`src/rtl/bcd_pkg.sv`:
```
// Shared BCD constants, types and helpers for the scanned BCD counter.
package bcd_pkg;

    localparam int unsigned DIGIT_W = 4;

    typedef logic [DIGIT_W-1:0] bcd_digit_t;

    localparam bcd_digit_t BCD_MAX   = 4'd9;
    localparam bcd_digit_t BCD_BLANK = 4'hF;

    // True when both nibbles of a two-digit BCD value are legal decimal digits.
    function automatic logic bcd_valid(input logic [7:0] v);
        return (v[7:4] <= BCD_MAX) && (v[3:0] <= BCD_MAX);
    endfunction

endpackage

```
`src/rtl/bcd_digit.sv`:
```
// One decade (0..9) up/down counter with clear, load and carry/borrow out.
module bcd_digit
    import bcd_pkg::*;
(
    input  logic       clk,
    input  logic       rst_n,
    input  logic       clr,
    input  logic       load,
    input  bcd_digit_t load_digit,
    input  logic       step,
    input  logic       up,
    output bcd_digit_t digit,
    output logic       carry_c
);

    bcd_digit_t digit_q;
    bcd_digit_t digit_d;

    // Next digit: clear beats load beats step; decade wraps 9->0 up, 0->9 down.
    always_comb begin
        digit_d = digit_q;
        if (clr) begin
            digit_d = '0;
        end else if (load) begin
            digit_d = load_digit;
        end else if (step) begin
            if (up) begin
                digit_d = (digit_q == BCD_MAX) ? '0 : digit_q + DIGIT_W'(1);
            end else begin
                digit_d = (digit_q == '0) ? BCD_MAX : digit_q - DIGIT_W'(1);
            end
        end
    end

    // Carry on the up edge of 9, borrow on the down edge of 0.
    always_comb begin
        carry_c = up ? (digit_q == BCD_MAX) : (digit_q == '0);
    end

    // Digit register.
    always_ff @(posedge clk or negedge rst_n) begin
        if (!rst_n) begin
            digit_q <= '0;
        end else begin
            digit_q <= digit_d;
        end
    end

    assign digit = digit_q;

endmodule

```
`src/rtl/bcd_counter_scan.sv`:
```
// Two-digit BCD up/down counter (0..TOP) with prescaled stepping and a
// two-slot digit scanner feeding a 7-segment decoder.
module bcd_counter_scan
    import bcd_pkg::*;
#(
    parameter int unsigned TICK_DIV = 50_000_000,
    parameter int unsigned SCAN_DIV = 50_000,
    parameter int unsigned TOP      = 99,
    parameter bit          BLANK_LZ = 1'b1
) (
    input  logic       clk,
    input  logic       rst_n,
    input  logic       en,
    input  logic       up,
    input  logic       clr,
    input  logic       load,
    input  logic [7:0] load_val,
    output logic [7:0] count_bcd,
    output logic       tc,
    output logic [3:0] scan_bcd,
    output logic [1:0] scan_sel
);

    localparam int unsigned PRE_W  = (TICK_DIV > 2) ? $clog2(TICK_DIV) : 1;
    localparam int unsigned SCAN_W = (SCAN_DIV > 2) ? $clog2(SCAN_DIV) : 1;
    localparam logic [PRE_W-1:0]  PRE_MAX  = PRE_W'(TICK_DIV - 1);
    localparam logic [SCAN_W-1:0] SCAN_MAX = SCAN_W'(SCAN_DIV - 1);
    localparam logic [7:0] TOP_BCD = {4'(TOP / 10), 4'(TOP % 10)};

    logic [PRE_W-1:0]  presc_q, presc_d;
    logic [SCAN_W-1:0] scan_cnt_q, scan_cnt_d;
    logic [1:0]        scan_sel_q, scan_sel_d;
    logic              tc_q, tc_d;

    logic       step_c;
    logic       load_ok_c;
    logic       dig_clr_c;
    logic       dig_load_c;
    logic [7:0] dig_load_val_c;
    logic       dig_step_c;
    logic       units_carry_c;
    logic       tens_carry_c;
    bcd_digit_t units;
    bcd_digit_t tens;

    assign count_bcd = {tens, units};
    assign step_c    = en && (presc_q == PRE_MAX);
    assign load_ok_c = bcd_valid(load_val) && (load_val <= TOP_BCD);

    // Prescaler: runs only while enabled, restarts on clear or any load.
    always_comb begin
        presc_d = presc_q;
        if (clr || load) begin
            presc_d = '0;
        end else if (en) begin
            presc_d = (presc_q == PRE_MAX) ? '0 : presc_q + PRE_W'(1);
        end
    end

    // Digit controls and terminal count: clr > load > step, TOP wrap handled here.
    always_comb begin
        dig_clr_c      = 1'b0;
        dig_load_c     = 1'b0;
        dig_load_val_c = load_val;
        dig_step_c     = 1'b0;
        tc_d           = 1'b0;
        if (clr) begin
            dig_clr_c = 1'b1;
        end else if (load) begin
            dig_load_c = load_ok_c;
        end else if (step_c) begin
            if (up && (count_bcd == TOP_BCD)) begin
                dig_clr_c = 1'b1;
                tc_d      = 1'b1;
            end else if (!up && (count_bcd == 8'h00)) begin
                dig_load_c     = 1'b1;
                dig_load_val_c = TOP_BCD;
                tc_d           = 1'b1;
            end else begin
                dig_step_c = 1'b1;
            end
        end
    end

    // Free-running scan slot timer; swaps the active digit at the end of a slot.
    always_comb begin
        scan_cnt_d = scan_cnt_q + SCAN_W'(1);
        scan_sel_d = scan_sel_q;
        if (scan_cnt_q == SCAN_MAX) begin
            scan_cnt_d = '0;
            scan_sel_d = {scan_sel_q[0], scan_sel_q[1]};
        end
    end

    // Displayed digit, with optional leading-zero blanking of the tens slot.
    always_comb begin
        scan_bcd = units;
        if (scan_sel_q[1]) begin
            scan_bcd = (BLANK_LZ && (tens == '0)) ? BCD_BLANK : tens;
        end
    end

    // Prescaler, scanner and terminal-count registers.
    always_ff @(posedge clk or negedge rst_n) begin
        if (!rst_n) begin
            presc_q    <= '0;
            scan_cnt_q <= '0;
            scan_sel_q <= 2'b01;
            tc_q       <= 1'b0;
        end else begin
            presc_q    <= presc_d;
            scan_cnt_q <= scan_cnt_d;
            scan_sel_q <= scan_sel_d;
            tc_q       <= tc_d;
        end
    end

    assign tc       = tc_q;
    assign scan_sel = scan_sel_q;

    bcd_digit u_units (
        .clk        (clk),
        .rst_n      (rst_n),
        .clr        (dig_clr_c),
        .load       (dig_load_c),
        .load_digit (dig_load_val_c[3:0]),
        .step       (dig_step_c),
        .up         (up),
        .digit      (units),
        .carry_c    (units_carry_c)
    );

    bcd_digit u_tens (
        .clk        (clk),
        .rst_n      (rst_n),
        .clr        (dig_clr_c),
        .load       (dig_load_c),
        .load_digit (dig_load_val_c[7:4]),
        .step       (dig_step_c && units_carry_c),
        .up         (up),
        .digit      (tens),
        .carry_c    (tens_carry_c)
    );

    // Tens borrow/carry is not needed: the TOP wrap is decided above.
    logic unused_c;
    assign unused_c = tens_carry_c;

endmodule

```
`config.mk`:
```
export PLATFORM = sky130hd
export DESIGN_NAME = bcd_counter_scan
export DESIGN_NICKNAME = d
export VERILOG_FILES = /design/src/rtl/bcd_pkg.sv /design/src/rtl/bcd_digit.sv /design/src/rtl/bcd_counter_scan.sv
export SDC_FILE = /design/constraint.sdc
export NUM_CORES = 1
export LEC_CHECK = 0
export CAP_MARGIN = 0
export CORE_MARGIN = 3
export CORE_UTILIZATION = 64
export DETAILED_ROUTE_END_ITERATION = 7
export DONT_BUFFER_PORTS = 1
export PLACE_DENSITY = 0.8
export SETUP_SLACK_MARGIN = 0.1
export SLEW_MARGIN = 40
export SYNTH_ARGS = -nofsm -noshare
export SYNTH_HDL_FRONTEND = slang
export SYNTH_SLANG_ARGS = --single-unit
```
`constraint.sdc`:
```
create_clock -name clk -period 2.8 [get_ports clk]
set_input_delay 0.28 -clock clk [delete_from_list [all_inputs] [get_ports clk]]
set_output_delay 0.28 -clock clk [all_outputs]
set_load 0.005 [all_outputs]
```
==> results.ini, run 1 <==
[status]
status=completed

[worst_setup_path]
cp.required_ns=3.05
start_kind=flop
arrival_ns=2.62
criticalPathCategory=flop to flop
r2r_setup_slack_ns=0.44
cp-end-kind=flop
rr_startpoint=u_units.digit[0]
r2r-end=u_tens.digit[3]
cp_max_fo=8
rr_worst_depth=7

[global_routing]
antenna_found_initial=0
grt_overflow=0
grtUsageMet3=0.0482
grt_use_total=0.250
grt_use_met1=0.329
grt_max_degree=54
gr-usage-met2=0.422
grt_pass1_wl_um=12600
grt_pass1_vias=2683
top_usage_layer=met2

[cts]
numCtsBuffers=5
clk_path_buf_depth=2
clk_latency_ns=0.31
cts_resized=0
clkTransAtPathRegs_ns=0.11
cts_num_sinks=53
h-tree-depth=2
root_buffer=clkbuf_8
cts_tree=done

[hold_path]
hp-class=primary input to flop
min_path_cells=1
worstHoldEndpoint=u_units.digit[1]
min_from=clr

[synthesis]
synth_seq_cells=53
synth_area_mm2=0.00338
ys.flop_type=dfrtp_1
syn_nets=407
synth_warnings=0
netlist-cell-type-count=68
syn_inst=385
ys_seq_area_frac=0.393
async_flop_share=1.00
synth_edf_count=0
syn_avg_cell_area_um2=8.77

[floorplanning]
ios=29
die_w_um=78.7
die_y_um=78.7
initial_utilization=0.688
dieArea_mm2=0.00619
fp.coreArea_mm2=0.00491
rows=25

[routing]
vias_per_cell=6.45
drc=0
dr.pass1.iters=4
drt_iter0_drc=186
num_vias=2889
routedWlPerCell_um=16.2
ant_nets=0
wirelength_um=7260

[sta]
maxSlewViolCount=0
worst_pin_slew_ns=0.620
min_period_ns=2.36
tns_ns=0
relSlewSlack=0.583
whs_ns=0.0222
fmax_mhz=423
finalHoldViolCount=0
rsz0062_at_grt=no
fin_worst_skew_ns=0.0121
setup_viol=0
fin_crit_sh=0.845

[placement]
dp_hpwl_um=5150
io_buffers=0
gp_congestion=0.869

[final_layout]
multi_input_comb_area_mm2=0.00193
fillCellCount=396
final_cell_mix=52 x dfrtp_1, 38 x nor2_1, 38 x a21oi_1
layout-area-overhead-vs-synth_pct=4.63
drive_above_1_share=0.0866
num_antenna_cells=0
layout.area.seq_mm2=0.00133
final_nets=402
final_common_cell=dfrtp_1

[pwr]
power.total_w=0.00136
power_leakage_nw=1.40
peakVddDrop_mv=0.280
powerDensity_mw_per_mm2=386

[run]
maxCapViolations=0

-- power breakdown --
group / internal, W / leakage (nW) / switching, W
Sequential: 0.000771 / 0.720 / 0.0000132
Clock: 0.000182 / 0.0423 / 0.000270
Combinational: 0.0000486 / 0.642 / 0.0000784
-- per-stage QoR --
stage | instance area [um^2] | std cells | utilization | setup slack [ns]
after floorplan | 3380 | 385 | - | 0.636
after global placement | 3400 | 438 | 0.693 | 0.502
after detailed placement | 3400 | 438 | 0.693 | 0.456
after CTS | 3530 | 448 | 0.720 | 0.442
after global routing | 3530 | 448 | 0.720 | 0.306
final | 3530 | 448 | 0.720 | 0.435
-- cells by family (layout without fill, tap and decap cells) --
family | after synthesis | in the layout | synth area share
adders and majority gates | 8 | 8 | 0.0296
xor gates and xnor gates | 16 | 16 | 0.0415
and+or+nand+nor | 171 | 171 | 0.290
AOI/OAI and AO/OA | 104 | 104 | 0.197
buffers and inverters | 29 | 25 | 0.0356
DFF | 53 | 53 | 0.393
muxes | 4 | 4 | 0.0133
-- layout make-up --
class / instances / share of cell area
multi-input cells: 303 / 0.546
flip-flops and latches: 53 / 0.376
well taps: 67 / 0.0237
clock buffers: 5 / 0.0195
inverters: 14 / 0.0149
repair buffers: 3 / 0.0127
clock inverters: 3 / 0.00743
-- synth_stat cells, types with 3 or more instances --
cell type / n / area share
mux2_2: 4 / 0.013
o21ai_0: 28 / 0.041
nand4b_1: 4 / 0.010
clkbuf_1: 10 / 0.011
nand4_1: 6 / 0.011
nand3b_1: 4 / 0.0089
nor2_1: 38 / 0.042
inv_1: 14 / 0.016
or3_1: 5 / 0.0093
ha_1: 8 / 0.030
dfrtp_1: 52 / 0.39
buf_2: 3 / 0.0044
a31oi_1: 5 / 0.0093
nand2b_1: 6 / 0.011
nor2b_1: 5 / 0.0093
nand3_1: 18 / 0.027
xnor2_1: 6 / 0.016
xor2_1: 10 / 0.026
nand2_1: 31 / 0.034
nor3_1: 10 / 0.015
a21oi_1: 38 / 0.056
nor4_1: 3 / 0.0056
nor3b_1: 5 / 0.011
and3_1: 11 / 0.020
and2_1: 4 / 0.0074
or4_1: 3 / 0.0067
-- flip-flops by register name (all words and copies together) (netlist names) --
| name | cells |
|---|---|
| presc_q | 26 |
| scan_cnt_q | 16 |
| u_tens.digit | 4 |
| u_units.digit | 4 |
| scan_sel | 2 |
| tc | 1 |
-- what timing repair did --
item / in CTS / in global routing
setup buffers: 0 / 0
hold buffers: 2 / 0
hold endpoints to repair: 53 / 0
-- worst max-delay path by stage --
| stage | slack [ns] | from | endpoint | cells past startpoint |
|---|---|---|---|---|
| after floorplan | 0.64 | u_units.digit[0] | u_tens.digit[2] | 8 |
| after global placement | 0.50 | u_units.digit[0] | u_tens.digit[2] | 7 |
| after detailed placement | 0.46 | u_units.digit[0] | u_tens.digit[2] | 7 |
| after CTS | 0.44 | u_units.digit[0] | u_tens.digit[2] | 7 |
| after global routing | 0.31 | u_units.digit[0] | u_tens.digit[3] | 7 |
| final | 0.44 | u_units.digit[0] | u_tens.digit[3] | 7 |
-- critical path: stages (launching register included) --
cell and delay [ns]:
dfrtp_1 0.49, inv_1 0.13, ha_1 0.20, or3b_4 0.42
or4_1 0.63, o32ai_4 0.16, a22oi_2 0.12, a21oi_2 0.14
-- layer usage --
layer / wire length [um] / share of wire / vias up
met2: 3560 / 0.49 / 90
met1: 3220 / 0.44 / 1402
met4: 61 / 0.0084 / 0
met5: 0 / 0 / -
li1: - / - / 1389
met3: 425 / 0.059 / 8
Note: power is estimated with default switching activity, not from simulation.
==> inputs of run 2 (changes only) <==
--- a/config.mk
+++ b/config.mk
@@ -7,10 +7,10 @@
 export LEC_CHECK = 0
 export CAP_MARGIN = 0
 export CORE_MARGIN = 3
-export CORE_UTILIZATION = 64
+export CORE_UTILIZATION = 58
 export DETAILED_ROUTE_END_ITERATION = 7
 export DONT_BUFFER_PORTS = 1
-export PLACE_DENSITY = 0.8
+export PLACE_DENSITY = 0.76
 export SETUP_SLACK_MARGIN = 0.1
 export SLEW_MARGIN = 40
 export SYNTH_ARGS = -nofsm -noshare
==> constraint.sdc (replaced) <==
create_clock -name clk -period 2.05 [get_ports clk]
set_input_delay 0.205 -clock clk [delete_from_list [all_inputs] [get_ports clk]]
set_output_delay 0.205 -clock clk [all_outputs]
set_load 0.005 [all_outputs]
==> results.ini, run 2 (synthesis results as in run 1) <==
[placement]
dp_hpwl_um=5700  ; +11%
dpl_cell_area_mm2=0.00369  ; +8.4%
io_buffers=0  ; unchanged
gp_congestion=0.841  ; -3.2%

[final_layout]
final_area_mm2=0.00407  ; +15%
reg_top3=presc_q (26), scan_cnt_q (16)
num_antenna_cells=0  ; unchanged
layout-area-overhead-vs-synth_pct=20.4
drive_above_1_share=0.245  ; +0.158
final_common_cell=dfrtp_1
top_register=presc_q
final_cell_mix=51 x dfrtp_1, 49 x buf_4, 36 x a21oi_1
largest_register_ff_count=26  ; unchanged
final_nets=454  ; +13%

[hold_path]
min_path_cells=2  ; +1
hp-class=primary input to flop
min_from=load_val[2]
worstHoldEndpoint=u_units.digit[2]

[worst_setup_path]
crit_path_cell_trace=ha_2 > nand3_4 > nor4_4 > buf_4 > nand3_4 > buf_4 > a211o_1 > a21oi_1
r2r_setup_slack_ns=0.07  ; -0.37 ns
startpoint=presc_q[1]
start_kind=flop
rr_worst_depth=8  ; +1
rr_startpoint=presc_q[1]
arrival_ns=2.22  ; -0.40 ns
criticalPathCategory=flop to flop
r2r-end=u_units.digit[3]
cp-end-kind=flop
cp.required_ns=2.29  ; -0.76 ns
cpPeakStageDelay_ns=0.41  ; -0.22 ns
crit_slowest_cell=dfrtp_1
cp_max_fo=9  ; +1

[sta]
min_period_ns=1.98  ; -0.385 ns
relSlewSlack=0.729  ; +0.146
tns_ns=0  ; unchanged
fin_worst_skew_ns=0.0133  ; +0.00123 ns
fin_crit_sh=0.966  ; +0.121
setup_viol=0  ; unchanged
maxSlewViolCount=0  ; unchanged
finalHoldViolCount=0  ; unchanged
worst_pin_slew_ns=0.407  ; -0.214 ns
fmax_mhz=505  ; +19%
rsz0062_at_grt=yes
whs_ns=0.0286  ; +0.00643 ns

[floorplanning]
die_w_um=82.3  ; +4.7%
fp.coreArea_mm2=0.00557  ; +14%
ios=29  ; unchanged
rows=27  ; +8.0%
die_y_um=82.3  ; +4.7%
dieArea_mm2=0.00678  ; +9.5%
initial_utilization=0.606  ; -0.0818

[routing]
num_vias=3072  ; +6.3%
ant_nets=0  ; unchanged
routedWlPerCell_um=16.5  ; +1.7%
dr.pass1.iters=5  ; +1
drc=0  ; unchanged
wirelength_um=8330  ; +15%
drt_iter0_drc=166  ; -11%
vias_per_cell=6.08  ; -5.7%

[global_routing]
grt_max_degree=54  ; unchanged
grt_overflow=0  ; unchanged
grt_use_total=0.248  ; -0.00148
grt_pass1_wl_um=13100  ; +4.4%
antenna_found_initial=0  ; unchanged
grt_pass1_vias=2924  ; +9.0%

[cts]
clk_path_buf_depth=2  ; unchanged
clk_latency_ns=0.31  ; about the same
h-tree-depth=2  ; unchanged
root_buffer=clkbuf_8
numCtsBuffers=5  ; unchanged
cts_num_sinks=53  ; unchanged
clkTransAtPathRegs_ns=0.11  ; about the same
cts_tree=done

[pwr]
power_leakage_nw=1.69  ; +20%
power.total_w=0.00191  ; +40%
powerDensity_mw_per_mm2=470  ; +22%
peakVddDrop_mv=0.416  ; +49%

[run]
maxCapViolations=0  ; unchanged

[status]
status=completed

run 2: report_power, final:
part | internal (W) | switching [W] | total (W)
Sequential | 0.00105 | 0.00000991 | 0.00106
Combinational | 0.000100 | 0.000129 | 0.000230
Clock | 0.000249 | 0.000368 | 0.000617
Total | 0.00140 | 0.000507 | 0.00191
run 2: worst max path at each step:
stage / to / slack (ns) / depth (start not counted)
after global routing: u_units.digit[0] / -0.02 / 8
after global placement: presc_q[16] / 0.11 / 6
final: u_units.digit[3] / 0.07 / 8
after CTS: u_tens.digit[0] / 0.09 / 6
after floorplan: u_tens.digit[2] / 0.05 / 8
after detailed placement: presc_q[16] / 0.08 / 6
run 2: layout make-up:
type                            instances  area (um^2)
Clock buffer                            5         68.8
Clock inverter                          3         26.3
Fill cell                             422         1510
Inverter                               14         52.6
Multi-Input combinational cell        304         2060
Sequential cell                        53         1330
Tap cell                               72         90.1
Timing Repair Buffer                   54          437
run 2: metal layers:
layer  share of wire  global-route usage  vias to the layer above
met5               0                   0                        -
li1                -                   -                     1496
met4           0.013              0.0880                        0
met3           0.050              0.0423                       10
met1            0.43               0.308                     1477
met2            0.51               0.433                       89
run 2: worst max-delay path, delay by kind of cell, from the launching register on:
family / cells / cell delay [ns]
compound gates: 2 / 0.34
fa+ha+maj: 1 / 0.23
buf+inv: 2 / 0.39
flops: 1 / 0.41
simple gates: 3 / 0.55
run 2: per-stage QoR:
stage / utilization / cells / setup slack, ns
6_report: 0.730 / 505 / 0.0698
5_1_grt: 0.730 / 505 / -0.0208
3_5_place_dp: 0.662 / 478 / 0.0765
3_3_place_gp: 0.662 / 478 / 0.109
4_1_cts: 0.696 / 491 / 0.0904
2_1_floorplan: - / 385 / 0.0496
run 2: repair_timing:
| action | CTS | global route |
|---|---|---|
| hold buffers | 3 | 1 |
| gates resized for setup | 7 | 26 |
| hold endpoints to repair | 57 | 3 |
| endpoints found under the setup margin | 10 | 28 |
| gates cloned | 0 | 1 |
| setup buffers | 2 | 12 |
| pin swaps | 2 | 19 |
==> inputs of run 3 (changes only) <==
--- a/config.mk
+++ b/config.mk
@@ -6,7 +6,6 @@
 export NUM_CORES = 1
 export LEC_CHECK = 0
 export CAP_MARGIN = 0
-export CORE_MARGIN = 3
 export CORE_UTILIZATION = 58
 export DETAILED_ROUTE_END_ITERATION = 7
 export DONT_BUFFER_PORTS = 1
==> results.ini, run 3 (synthesis results as in run 1) <==
[sta]
finalHoldViolCount=0  ; unchanged
maxSlewViolCount=0  ; unchanged
worst_pin_slew_ns=0.431  ; +0.0243 ns
rsz0062_at_grt=yes
fin_crit_sh=0.986  ; +0.0205
relSlewSlack=0.712  ; -0.0165
fmax_mhz=495  ; -2.1%
min_period_ns=2.02  ; +0.0420 ns
fin_worst_skew_ns=0.00870  ; -0.00460 ns
tns_ns=0  ; unchanged
setup_viol=0  ; unchanged

[final_layout]
reg_top3=presc_q (26), scan_cnt_q (16)
num_antenna_cells=0  ; unchanged
multi_input_comb_area_mm2=0.00210  ; +1.9%
final_nets=459  ; +1.1%
drive_above_1_share=0.263  ; +0.0178
final_common_cell=buf_4
top_register=presc_q
layout-area-overhead-vs-synth_pct=23.3
layout.area.seq_mm2=0.00133  ; about the same
largest_register_ff_count=26  ; unchanged
fillCellCount=391  ; -7.3%
final_area_mm2=0.00416  ; +2.4%
final_cell_mix=51 x buf_4, 50 x dfrtp_1, 36 x a21oi_1

[global_routing]
grt_max_degree=54  ; unchanged
grt_pass1_vias=3053  ; +4.4%
grt_use_total=0.281  ; +0.0331
grt_overflow=0  ; unchanged
grt_pass1_wl_um=13800  ; +4.9%
antenna_found_initial=0  ; unchanged

[cts]
cts_num_sinks=53  ; unchanged
cts_tree=done
clk_path_buf_depth=2  ; unchanged
h-tree-depth=2  ; unchanged
clk_latency_ns=0.31  ; about the same
root_buffer=clkbuf_8
numCtsBuffers=5  ; unchanged
clkTransAtPathRegs_ns=0.11  ; about the same

[worst_setup_path]
cp_max_fo=5  ; -4
start_kind=flop
r2r_setup_slack_ns=0.03  ; -0.04 ns
cp.required_ns=2.24  ; -0.05 ns
arrival_ns=2.22  ; about the same
criticalPathCategory=flop to flop
cp-end-kind=flop

[routing]
routedWlPerCell_um=16.9  ; +2.8%
wirelength_um=8640  ; +3.8%
vias_per_cell=6.17  ; +1.5%
dr.pass1.iters=5  ; unchanged
top_layer_used=met4
drc=0  ; unchanged
met3WireLength_um=416  ; -0.24%
m1WireLength_um=3650  ; +3.0%
ant_nets=0  ; unchanged
wl_met2_um=4450  ; +4.6%
drt_iter0_drc=171  ; +3.0%
num_vias=3148  ; +2.5%

[pwr]
power_leakage_nw=1.71  ; +1.0%
powerDensity_mw_per_mm2=460  ; -1.9%
peakVddDrop_mv=0.552  ; +33%

[floorplanning]
initial_utilization=0.606  ; unchanged
ios=29  ; unchanged
rows=27  ; unchanged
die_w_um=78.3  ; -4.9%
fp.coreArea_mm2=0.00557  ; unchanged
die_y_um=78.3  ; -4.9%
dieArea_mm2=0.00613  ; -9.5%

[placement]
dp_hpwl_um=5590  ; -1.8%
dpl_cell_area_mm2=0.00373  ; +1.2%
gp_congestion=0.872  ; +3.7%
io_buffers=0  ; unchanged

[status]
status=completed

[run]
maxCapViolations=0  ; unchanged

[hold_path]
hp-class=primary input to flop

## run 3: what timing repair did
item	in CTS	in global routing
gates cloned	0	1
pin swaps	1	12
endpoints found under the setup margin	6	27
resized for setup	6	33
hold buffers	3	1
buffers inserted	4	11
endpoints found under the hold margin	56	1
## run 3: layer usage
| layer | GRT usage | up-vias |
|---|---|---|
| li1 | - | 1517 |
| met1 | 0.355 | 1522 |
| met2 | 0.497 | 95 |
| met3 | 0.0384 | 14 |
| met4 | 0.0870 | 0 |
| met5 | 0 | - |
## run 3: worst max-delay path, stage by stage, from the launching register on
cell	delay, ns
dfrtp_1	0.40
or4_4	0.59
nor3_4	0.24
nand3_4	0.15
o31a_1	0.33
o21ai_0	0.12
a221oi_1	0.09
## run 3: through the flow
step	hold WS (ns)	std cells	total power (W)	utilization	worst slack, ns
finish	0.00898	510	0.00192	0.747	0.0279
floorplan	-0.0906	385	0.00123	-	0.0496
global placement	-0.0882	482	0.00126	0.669	0.104
detailed placement	-0.0891	482	0.00126	0.669	0.0151
global route	0.0273	510	0.00199	0.747	-0.0281
CTS	0.00783	497	0.00191	0.704	0.0828
## run 3: final timing paths
check                              start               end  cells after the start
max                           presc_q[8]   u_tens.digit[1]                      6
min                          load_val[2]  u_units.digit[2]                      2
max reg2reg                   presc_q[8]   u_tens.digit[1]                      6
min reg2reg                scan_cnt_q[0]     scan_cnt_q[0]                      1
max in group asynchronous          rst_n       scan_sel[0]                      2
min in group asynchronous          rst_n   u_tens.digit[1]                      2
## run 3: cell type report
cell class                 count  share of cell area
tap                           72              0.0216
clock buffer                   5              0.0165
inverter                      14              0.0126
sequential                    53               0.319
clock inverter                 3             0.00601
timing repair buffer          59               0.119
multi-input combinational    304               0.505
## run 3: where the power goes
group / total (W) / switching, W / internal (W) / leakage, nW
Clock: 0.000621 / 0.000374 / 0.000248 / 0.0447
Combinational: 0.000233 / 0.000133 / 0.0000996 / 0.945
Sequential: 0.00106 / 0.00000979 / 0.00105 / 0.716
Total: 0.00192 / 0.000517 / 0.00140 / 1.71
